[config.mk]
export PLATFORM = sky130hd
export DESIGN_NAME = rtc_read_sequencer
export DESIGN_NICKNAME = d
export VERILOG_FILES = /design/src/rtl/rtc_pkg.sv /design/src/rtl/rtc_phase_timer.sv /design/src/rtl/rtc_read_sequencer.sv
export SDC_FILE = /design/constraint.sdc
export NUM_CORES = 1
export LEC_CHECK = 0
export ABC_CLOCK_PERIOD_IN_PS = 5460
export BUFFER_PORTS_ARGS = -buffer_cell sky130_fd_sc_hd__clkbuf_2
export CAP_MARGIN = 20
export CORE_MARGIN = 8
export CORE_UTILIZATION = 53
export DETAILED_ROUTE_END_ITERATION = 6
export GPL_TIMING_DRIVEN = 0
export PLACE_DENSITY = 0.75
export SLEW_MARGIN = 40
export SYNTH_ARGS = -nofsm -noshare
export SYNTH_HDL_FRONTEND = slang
export SYNTH_HIERARCHICAL = 1
export SYNTH_SLANG_ARGS = --single-unit
[constraint.sdc]
create_clock -name clk -period 5.46 [get_ports clk]
set_input_delay 0.819 -clock clk [delete_from_list [all_inputs] [get_ports clk]]
set_output_delay 0.819 -clock clk [all_outputs]
set_load 0.01 [all_outputs]
[src/rtl/rtc_pkg.sv]
// rtc_pkg: sequencer FSM states, RTC register address map and BCD helper
package rtc_pkg;
  typedef enum logic [2:0] {IDLE, ADDR_PH, GAP1, DATA_PH, STORE, GAP2} state_e;
  localparam logic [7:0] RTC_REG_MAP [0:8] = '{8'h21, 8'h22, 8'h23, 8'h24, 8'h25, 8'h26,
                                               8'h41, 8'h42, 8'h43};
  function automatic logic [7:0] reg_map(input logic [7:0] i);
    return (i < 8'd9) ? RTC_REG_MAP[i[3:0]] : 8'h00;
  endfunction
  function automatic logic bcd_ok(input logic [7:0] b);
    return (b[7:4] <= 4'd9) && (b[3:0] <= 4'd9);
  endfunction
endpackage

[src/rtl/rtc_phase_timer.sv]
// rtc_phase_timer: loadable down-counter; phase_end while the count is zero
module rtc_phase_timer #(
  parameter int W = 2
) (
  input  logic         clk,
  input  logic         rst_n,
  input  logic         load,
  input  logic [W-1:0] load_val,
  output logic         phase_end
);
  logic [W-1:0] cnt_q;
  always_ff @(posedge clk or negedge rst_n)
    if (!rst_n) cnt_q <= '0;
    else if (load) cnt_q <= load_val;
    else if (cnt_q != '0) cnt_q <= cnt_q - W'(1);
  assign phase_end = cnt_q == '0;
endmodule

[src/rtl/rtc_read_sequencer.sv]
// rtc_read_sequencer: scans RTC registers over the A/D bus into the register file.
// Optional RTC_BCD_CHECK_EN suppresses writes of non-BCD bytes and flags bcd_err.
module rtc_read_sequencer
  import rtc_pkg::*;
#(
  parameter int NUM_REGS       = 9,
  parameter int ADDR_WIDTH     = 4,
  parameter int DATA_WIDTH     = 8,
  parameter int PHASE_CYCLES   = 4,
  parameter int REFRESH_CYCLES = 1000000
) (
  input  logic                  clk,
  input  logic                  rst_n,
  input  logic                  start,
  input  logic                  hold,
  input  logic [DATA_WIDTH-1:0] ad_in,
  output logic [DATA_WIDTH-1:0] ad_out,
  output logic                  ad_oe,
  output logic                  rtc_cs_n,
  output logic                  rtc_ad,
  output logic                  rtc_rd_n,
  output logic                  rtc_wr_n,
  output logic [ADDR_WIDTH-1:0] rf_address,
  output logic [DATA_WIDTH-1:0] rf_data,
  output logic                  rf_we,
  output logic                  busy,
  output logic                  scan_done,
  output logic                  bcd_err
);
  localparam int TW = $clog2(REFRESH_CYCLES);
  localparam int PW = $clog2(PHASE_CYCLES + 1);
  state_e state_q, state_d;
  logic [ADDR_WIDTH-1:0] idx_q, idx_d;
  logic [TW-1:0] tmr_q;
  logic pend_q, pend_d, wrap, req, launch, capture, last, phase_end, byte_ok;
  logic [DATA_WIDTH-1:0] ad_out_q, data_q;
  logic oe_q, cs_n_q, ad_q, rd_n_q, wr_n_q, we_q, busy_q, done_q;
  assign wrap    = tmr_q == TW'(REFRESH_CYCLES - 1);
  assign req     = pend_q | start | wrap;
  assign launch  = state_q == IDLE && req && !hold;
  assign capture = state_q == DATA_PH && phase_end;
  assign last    = idx_q == ADDR_WIDTH'(NUM_REGS - 1);
  rtc_phase_timer #(.W(PW)) u_timer (
    .clk      (clk),
    .rst_n    (rst_n),
    .load     (state_d != state_q),
    .load_val (PW'(PHASE_CYCLES - 1)),
    .phase_end(phase_end)
  );
  always_comb begin
    state_d = state_q;
    idx_d   = idx_q;
    pend_d  = req;
    case (state_q)
      IDLE:    if (launch) begin state_d = ADDR_PH; pend_d = 1'b0; end
      ADDR_PH: state_d = phase_end ? GAP1 : ADDR_PH;
      GAP1:    state_d = phase_end ? DATA_PH : GAP1;
      DATA_PH: state_d = phase_end ? STORE : DATA_PH;
      STORE:   state_d = GAP2;
      GAP2:    if (phase_end) begin
        state_d = last ? IDLE : ADDR_PH;
        idx_d   = last ? '0 : idx_q + ADDR_WIDTH'(1);
      end
      default: state_d = IDLE;
    endcase
  end
  // Bus outputs are decoded from the next state so they change together with the FSM
  always_ff @(posedge clk or negedge rst_n)
    if (!rst_n) begin
      state_q  <= IDLE;
      idx_q    <= '0;
      pend_q   <= 1'b0;
      tmr_q    <= '0;
      ad_out_q <= '0;
      oe_q     <= 1'b0;
      cs_n_q   <= 1'b1;
      ad_q     <= 1'b1;
      rd_n_q   <= 1'b1;
      wr_n_q   <= 1'b1;
      data_q   <= '0;
      we_q     <= 1'b0;
      busy_q   <= 1'b0;
      done_q   <= 1'b0;
    end else begin
      state_q  <= state_d;
      idx_q    <= idx_d;
      pend_q   <= pend_d;
      tmr_q    <= wrap ? '0 : tmr_q + TW'(1);
      ad_out_q <= (state_d == ADDR_PH) ? DATA_WIDTH'(reg_map(8'(idx_d))) : '0;
      oe_q     <= state_d == ADDR_PH;
      cs_n_q   <= !(state_d == ADDR_PH || state_d == DATA_PH);
      ad_q     <= state_d != ADDR_PH;
      rd_n_q   <= state_d != DATA_PH;
      wr_n_q   <= state_d != ADDR_PH;
      if (capture) data_q <= ad_in;
      we_q     <= capture && byte_ok;
      busy_q   <= state_d != IDLE;
      done_q   <= state_q == GAP2 && phase_end && last;
    end
`ifdef RTC_BCD_CHECK_EN
  logic err_q;
  assign byte_ok = bcd_ok(8'(ad_in));
  always_ff @(posedge clk or negedge rst_n)
    if (!rst_n) err_q <= 1'b0;
    else if (launch) err_q <= 1'b0;
    else if (capture && !byte_ok) err_q <= 1'b1;
  assign bcd_err = err_q;
`else
  assign byte_ok = 1'b1;
  assign bcd_err = 1'b0;
`endif
  assign ad_out     = ad_out_q;
  assign ad_oe      = oe_q;
  assign rtc_cs_n   = cs_n_q;
  assign rtc_ad     = ad_q;
  assign rtc_rd_n   = rd_n_q;
  assign rtc_wr_n   = wr_n_q;
  assign rf_address = idx_q;
  assign rf_data    = data_q;
  assign rf_we      = we_q;
  assign busy       = busy_q;
  assign scan_done  = done_q;
endmodule

# After elaboration in Yosys (flattened, before gate mapping)
# Memory sizes are Yosys's and may differ from the RTL's.
# Index checks and enable logic that the tools add are counted.
# W data, S select, Z words.
# op_classes
add_sub_neg	3
order_cmp	2
eq_ne	12
muxes	19
n_bitwise	3
reduce_logical	13
# ops
op	n
$mux W8	4
$add A20 B1 Y20 const B	1
$eq A20 B20 Y1 const B	1
$mux W20	1
$pmux W3 S6	1
$mux W3	5
$mux W4	3
$eq A3 B2 Y1 const B	3
$eq A3 B1 Y1 const B	2
$eq A3 B3 Y1 const B	2
$logic_not A3 Y1	2
$reduce_bool A3 Y1	2
$ge A5 B5 Y1 const B	1
$logic_and A1 B1 Y1	5
$not A4 Y5	1
$add A4 B1 Y4 const B	1
$eq A4 B4 Y1 const B	1
$lt A4 B4 Y1 const B	1
$mux W1	4
$ne A3 B1 Y1 const B	1
$ne A3 B2 Y1 const B	1
$ne A3 B3 Y1	1
$sub A3 B1 Y3 const B	1
$logic_not A1 Y1	2
other kinds (4)	5
# word_totals
register_bits	54
romBits	128
input_bits	12
out_inout_bits	29
elab_cells	67
memories	1
# mem_list
memory	words	width	rd	rd_ports_with_merged_regs	wr	line_no	source
(name not given)	16	8	1	0	0	rtc_pkg.sv:7	return (i < 8'd9) ? RTC_REG_MAP[i[3:0]] : 8'h00;

# Longest topological paths before layout
# Gate-level depths: netlist (run 1).
# depth
depth_word	10
mapped_depth	14
mapped_depth_nobuf	13

# By module
# Netlist (run 1), hierarchy kept.
# by_module_without_submodules
mod	n_inst	cells_each	area_per_inst_um2	seq_area_each_um2
rtc_read_sequencer	1	221	2313.5	1204.9
rtc_phase_timer	1	21	201.4	75.1

# Worst setup path before layout (run 1)
# No wires, ideal clock.
# synth_timing
path_kind	register to register
startpoint	register u_timer.cnt_q[0]
endpoint	register ad_out_q[1], in the netlist ad_out[1]
setup_time_ps	78
arrival_time_ps	2837
required_ps	5382
slack_ps	2545
path_stages_with_launch	15
n_path_buf	1
synth_period_minus_slack_ps	2915
cell_sequence	dfrtp_1 > inv_1 > ha_1 > nand2b_1 > inv_1 > and4b_1 > clkbuf_1 > and3_1 > a21oi_1 > ha_1 > nor2_1 > a31oi_1 > o2bb2ai_1 > or4b_2 > a21oi_1
# synth_between
elab_chain_cells	9
word_cells_on_any_way	16
cone_classes	1 x order compare; 1 x eq/ne; 11 x mux; 1 x bitwise; 1 x reduce/logical; 1 x memory
# synth_rtl
item	line_no	source
from (decl)	rtc_phase_timer.sv:11	logic [W-1:0] cnt_q;
from (signal assigned)	rtc_phase_timer.sv:14	else if (load) cnt_q <= load_val;
from (signal assigned)	rtc_phase_timer.sv:15	else if (cnt_q != '0) cnt_q <= cnt_q - W'(1);
$logic_not A3 Y1 *	rtc_phase_timer.sv:16	assign phase_end = cnt_q == '0;
via phase_end	rtc_read_sequencer.sv:35	logic pend_q, pend_d, wrap, req, launch, capture, last, phase_end, byte_ok;
$mux W4	rtc_read_sequencer.sv:60	GAP2: if (phase_end) begin
$mux W4	rtc_read_sequencer.sv:54	case (state_q)
$not A4 Y5 (not written as such)	rtc_pkg.sv:7	
$mem_v2 Z16 W8	--	
$mux W8 (not written as such) (2 in a row)	rtc_pkg.sv:7	
$mux W8	rtc_pkg.sv:7	
$mux W8 *	rtc_read_sequencer.sv:89	ad_out_q <= (state_d == ADDR_PH) ? DATA_WIDTH'(reg_map(8'(idx_d))) : '0;
to (signal assigned)	rtc_read_sequencer.sv:89	
to (decl)	rtc_read_sequencer.sv:36	logic [DATA_WIDTH-1:0] ad_out_q, data_q;
# Mark *: on every way through the listed nets, which the timed path passes. The rest lies on a longest branch. The select of a mux whose other input is x is not followed.
# A chain may end at the register's enable or synchronous reset.

# Final worst setup path (run 1)
# Same ends and word-level chain as after synthesis.

==> results of run 1 <==
-- cell families (layout without fill, tap and decap cells) --
family	Yosys count	after routing	share of synthesized area, %
compound gates	34	34	8.51
other cells	2	7	0.299
simple gates	92	92	21.1
fa+ha+maj	7	7	3.48
xor+xnor	17	17	5.92
buf+inv	28	72	5.02
flops	51	51	50.9
mux	11	11	4.78
-- routing by layer --
layer / GRT usage, % / vias up / part of all wire (%)
met5: 0 / - / 0
met3: 3.28 / 5 / 3.8
met2: 24.2 / 25 / 50
met1: 17.6 / 893 / 45
met4: 6.31 / 0 / 1.3
li1: - / 922 / -
-- final cells by class --
| class | count | area [µm²] | share of cell area, % |
|---|---|---|---|
| Tap cell | 54 | 67.6 | 2.34 |
| Multi-Input combinational cell | 168 | 1130 | 39.2 |
| Buffer | 10 | 58.8 | 2.03 |
| Clock buffer | 8 | 100 | 3.46 |
| Sequential cell | 51 | 1280 | 44.3 |
| Inverter | 18 | 67.6 | 2.34 |
| Timing Repair Buffer | 36 | 183 | 6.32 |
-- flip-flops by register name, summed over array words and instances (netlist names) --
register,flops
rtc_rd_n,1
tmr_q,20
pend_q,1
rf_address,4
rf_we,1
ad_oe,1
busy,1
rtc_wr_n,1
state_q,3
u_timer/cnt_q,3
ad_out,5
rf_data,8
scan_done,1
rtc_cs_n,1
-- where the power goes --
group          internal, µW  switching (µW)  total, µW  leakage [µW]
Sequential              469            44.7        514      0.000650
Clock                   116             119        234     0.0000515
Combinational           177             227        404      0.000759
-- through the flow --
| step | total power, µW | instance area [µm²] |
|---|---|---|
| final | 1150 | 2890 |
| after global routing | 1240 | 2890 |
| after CTS | 1170 | 2880 |
| after detailed placement | 931 | 2780 |
| after global placement | 913 | 2780 |
| after floorplan | 795 | 2530 |
-- worst paths after layout --
| check | slack [ns] | startpoint | endpoint | cells after the start |
|---|---|---|---|---|
| max in group asynchronous | 4.43 | rst_n | ad_out[6] | 1 |
| setup / recovery | 2.17 | u_timer/cnt_q[0] | ad_out[1] | 14 |
| min in group asynchronous | 0.58 | rst_n | tmr_q[7] | 1 |
| hold reg to reg | 0.49 | tmr_q[0] | tmr_q[0] | 1 |
| setup reg to reg | 2.17 | u_timer/cnt_q[0] | ad_out[1] | 14 |
| hold / removal | 0.49 | tmr_q[0] | tmr_q[0] | 1 |
-- cell usage in the layout (no fill, tap or decap), drive strengths merged, types with 2 or more instances in the layout --
| cell type | count |
|---|---|
| dfrtp | 48 |
| clkbuf | 47 |
| inv | 18 |
| nand2 | 17 |
| nor2 | 16 |
| xor2 | 11 |
| nor2b | 10 |
| a21oi | 10 |
| o21ai | 9 |
| nand3 | 9 |
| mux2 | 8 |
| nor3 | 8 |
| ha | 7 |
| conb | 7 |
| buf | 7 |
| xnor2 | 6 |
| and3 | 5 |
| nand2b | 4 |
| or3 | 3 |
| mux2i | 3 |
| nand4 | 3 |
| and4 | 3 |
| dfstp | 3 |
| or4 | 3 |
| o22ai | 2 |
| o211ai | 2 |
| a31oi | 2 |
| nor4b | 2 |
| o31ai | 2 |
| or4b | 2 |
==> results_dict.tcl, run 1 <==
set metrics [dict create \
    critPathKind "register to register" \
    cts_resized 0 \
    grt_max_degree 52 \
    synth_ff_type "dfrtp_1" \
    hold_buffers 0 \
    synth_most_common_cell "dfrtp_1" \
    layout_setup_ws_ns 2.17 \
    yosysWarnings 6 \
    viasPerCell 5.35 \
    first_pass_iters 4 \
    skew_ns 0.00404 \
    outcome "finished, final reports clean" \
    ys_top_cells_by_count "48 x dfrtp_1, 18 x inv_1, 17 x nand2_1" \
    track_usage_pct 14.5 \
    ys_ff_latch 51 \
    io_pins 41 \
    slowest_stage "or4b_2" \
    wl_per_cell_um 13.9 \
    wl_um 4810 \
    numCtsBuffers 5 \
    drt_iter0_markers 71 \
    cts-root-buf "clkbuf_8" \
    syn_to_final_growth_pct 15.0 \
    max-clock-path-buffers 2 \
    synth_seq_area_share_pct 50.9 \
    cts_tree "built" \
    setup_viol 0 \
    final_cells 345 \
    async_reset_ff_share_pct 100 \
    startpoint_type "register" \
    dp.cells 337 \
    synth_top_area_share_pct 47.8 \
    antenna_found_initial 0 \
    die-area_um2 7210 \
    fillCellCount 398 \
    core.rowCount 25 \
    grt_pass1_wl_um 8470 \
    synth.area.top_cells "dfrtp_1 48%, xor2_1 3.8%, mux2_2 3.6%" \
    finalSetupTns_ns 0 \
    final_hold_viol_count 0 \
    die_w_um 84.9 \
    synthCells 242 \
    period_needed_ns 3.29 \
    fmax_mhz 304 \
    ir_drop_v 0.000251 \
    synth.avg_cell_area_um2 10.4 \
    drive_gt1_share_pct 23.4 \
    maxSlewHeadroom_pct 54.3 \
    clk_pin_slew_ns 0.09 \
    worstPathRequired_ns 5.69 \
    hold_class "register to register" \
    fin_crit_sh_pct 60.3 \
    h-tree-depth 2 \
    core_area_um2 4660 \
    clock_latency_ns 0.30 \
    fin_nets 309 \
    crit_chain "inv_1 > ha_1 > nand2b_1 > inv_1 > and4b_1 > clkbuf_1 > and3_1 > a21oi_1 > ha_1 > nor2_1 > a31oi_1 > o2bb2ai_1 > or4b_2 > a21oi_1" \
    finalMaxSlewViolations 0 \
    vias 1845 \
    diodes 0 \
    critPathCaptureType "register" \
    synth_top_area_cell "dfrtp_1" \
    cpLargestDelayFamily "simple AND/OR/NAND/NOR gates" \
    dp_hpwl_um 3500 \
    leakage_uw 0.00146 \
    p_per_area_nw_per_um2 399 \
    synth_area_um2 2510 \
    worst_slew_pin_slew_ns 0.686 \
    synth-edff-count 0 \
    critPathBufInv 3 \
    first_global_vias 1800 \
    port-buffer-count 36 \
    drc 0 \
    holdWs_ns 0.488 \
    yosys.cell_types.count 50 \
    gp_congestion 0.868 \
    clock_sinks 51 \
    die_h_um 84.9 \
    max_cap_violations 0 \
    rsz0062_at_grt "false" \
    start_util_pct 54.0 \
    antenna_left 0 \
    post_cts_buffers 0 \
    final_core_utilization_pct 62.0 \
    cp_max_fo 9 \
    dpl_worst_slack_ns 2.24 \
    arrival_ns 3.52 \
    grt.overflow.total 0 \
    max_stage_delay_ns 0.61 \
]
Power figures use the tool's default switching activity.
==> run 2: changes to the inputs <==
Settings changed: ABC_CLOCK_PERIOD_IN_PS 5460 to 2700, CORE_UTILIZATION 53 to 50, PLACE_DENSITY 0.75 to 0.74.
Clock period 5.46 ns to 2.7 ns, I/O delays scaled along.
==> run 2 against run 1 <==
Net effect:
- cell count grew 7.2%
- worst setup slack got worse by 2.1 ns
- first-iteration DRC count is 42% lower
- core utilization is 0.68 points lower
- worst hold slack got worse by 0.33 ns
- count of clock-buffer cells in the layout fell by 1
- flip-flop and latch count unchanged
- critical path depth unchanged
- clock skew up 0.0079 ns
==> results_dict.tcl, run 2 (synthesized netlist as in run 1, its figures left out) <==
set metrics [dict create \
    outcome "finished, final reports clean" \
    first_global_vias 1899 \
    core_area_um2 4980 \
    antenna_left 0 \
    first_pass_iters 4 \
    holdWs_ns 0.160 \
    die_w_um 86.9 \
    startpoint_type "register" \
    syn_to_final_growth_pct 21.4 \
    r2r_slack_ns 0.11 \
    max_cap_violations 0 \
    layout_setup_ws_ns 0.113 \
    layout_common_cells "46 x dfrtp_1, 35 x clkbuf_2, 17 x nand2_1" \
    p_per_area_nw_per_um2 787 \
    p_sw_uw 825 \
    drive_gt1_share_pct 30.7 \
    largest_register_ffs 20 \
    power_frac_seq_pct 43.4 \
    grt.overflow.total 0 \
    maxSlewHeadroom_pct 55.0 \
    port-buffer-count 36 \
    grt_use_met3_pct 3.96 \
    fin_nets 319 \
    core.rowCount 26 \
    multi_input_comb_area_um2 1210 \
    cp_max_fo 9 \
    dp_hpwl_um 3480 \
    r2r_end "ad_out[1]" \
    fillCellCount 427 \
    fmax_mhz 387 \
    use_met2_pct 25.1 \
    io_pins 41 \
    h-tree-depth 2 \
    setup_viol 0 \
    fin_crit_sh_pct 95.8 \
    arrival_ns 2.82 \
    ir_drop_v 0.000541 \
    clk_pin_slew_ns 0.09 \
    finalMaxSlewViolations 0 \
    hold_class "input port to async pin" \
    grt_pass1_wl_um 8380 \
    clock_latency_ns 0.30 \
    regArea_um2 1280 \
    critPathKind "register to register" \
    start_util_pct 50.5 \
    r2r_start "u_timer/cnt_q[1]" \
    max-clock-path-buffers 2 \
    busiest_layer "met2" \
    viasPerCell 5.12 \
    numCtsBuffers 5 \
    die_h_um 86.9 \
    drt_iter0_markers 41 \
    hold_buffers 0 \
    wl_um 4880 \
    dpl_worst_slack_ns -0.104 \
    report.power.total_uw 2400 \
    use_met1_pct 14.9 \
    finalSetupTns_ns 0 \
    switching_share_pct 34.3 \
    power.internal_uw 1580 \
    top_register "tmr_q" \
    dp.cells 353 \
    track_usage_pct 14.0 \
    cts-root-buf "clkbuf_8" \
    grt_max_degree 52 \
    cts_tree "built" \
    vias 1894 \
    diodes 0 \
    final_common_cell "dfrtp_1" \
    die-area_um2 7560 \
    leakage_uw 0.00153 \
    drc 0 \
    comb_power_share_pct 39.8 \
    antenna_found_initial 0 \
    final_cells 370 \
    wl_per_cell_um 13.2 \
    rsz0062_at_grt "true" \
    critPathCaptureType "register" \
    worst_slew_pin_slew_ns 0.675 \
    clkPwrFrac_pct 16.8 \
    skew_ns 0.0120 \
    rr_worst_depth 14 \
    clock_sinks 51 \
    period_needed_ns 2.59 \
    worstPathRequired_ns 2.93 \
    gp_congestion 0.823 \
    final_hold_viol_count 0 \
]
## run 2: cell count changes in the layout (fill, tap and decap cells not counted), sizes merged
cell / before / now
clkbuf: 47 / 45
buf: 7 / 18
## run 2: cell type report
| cell class | instances | area share, % |
|---|---|---|
| Inverter | 18 | 2.21 |
| Buffer | 10 | 2.29 |
| Tap cell | 70 | 2.87 |
| Timing Repair Buffer | 46 | 8.44 |
| Sequential cell | 51 | 42.0 |
| Clock buffer | 7 | 2.50 |
| Multi-Input combinational cell | 168 | 39.7 |
## run 2: per-stage QoR
stage | cell area [µm²] | util (%)
3_5_place_dp | 2830 | 56.8
2_1_floorplan | 2560 | -
5_1_grt | 3050 | 61.4
3_3_place_gp | 2830 | 56.8
6_report | 3050 | 61.4
4_1_cts | 2950 | 59.3
## run 2: power groups by stage
stage          sequential (µW)  combinational, µW  clock [µW]
2_1_floorplan             1100                516           0
3_3_place_gp              1050                807           0
3_5_place_dp              1050                831           0
4_1_cts                   1040                888         425
5_1_grt                   1070               1080         456
6_report                  1040                957         403
## run 2: worst max-delay path by stage
stage                     start                to  slack, ns  depth (start not counted)
3_5_place_dp   u_timer/cnt_q[0]         ad_out[1]      -0.10                         14
2_1_floorplan  u_timer/cnt_q[0]         ad_out[1]        0.1                         14
3_3_place_gp   u_timer/cnt_q[0]         ad_out[1]      -0.07                         14
6_report       u_timer/cnt_q[1]         ad_out[1]       0.11                         14
4_1_cts                tmr_q[7]  u_timer/cnt_q[0]      0.008                          8
5_1_grt                tmr_q[8]  u_timer/cnt_q[1]      -0.02                          8
## run 2: routing by layer
layer	part of all wire [%]	up-vias
met5	0	-
met1	42	927
met4	1.5	0
li1	-	934
met3	3.4	9
met2	53	24
## run 2: critical path: stages, from the launching register on
cell and delay [ns]:
dfrtp_1 0.40, inv_2 0.09, ha_4 0.16, nand2b_4 0.07
inv_2 0.06, and4b_1 0.22, buf_8 0.13, and3_4 0.18
a21oi_2 0.06, ha_4 0.29, nor2_1 0.04, a31oi_1 0.15
o2bb2ai_1 0.08, or4b_4 0.49, a21oi_2 0.12
## run 2: repair_timing
| item | CTS | global route |
|---|---|---|
| setup buffers | 2 | 8 |
| endpoints found under the setup margin | 3 | 4 |
| gates resized for setup | 3 | 11 |
| pin swaps | 1 | 4 |
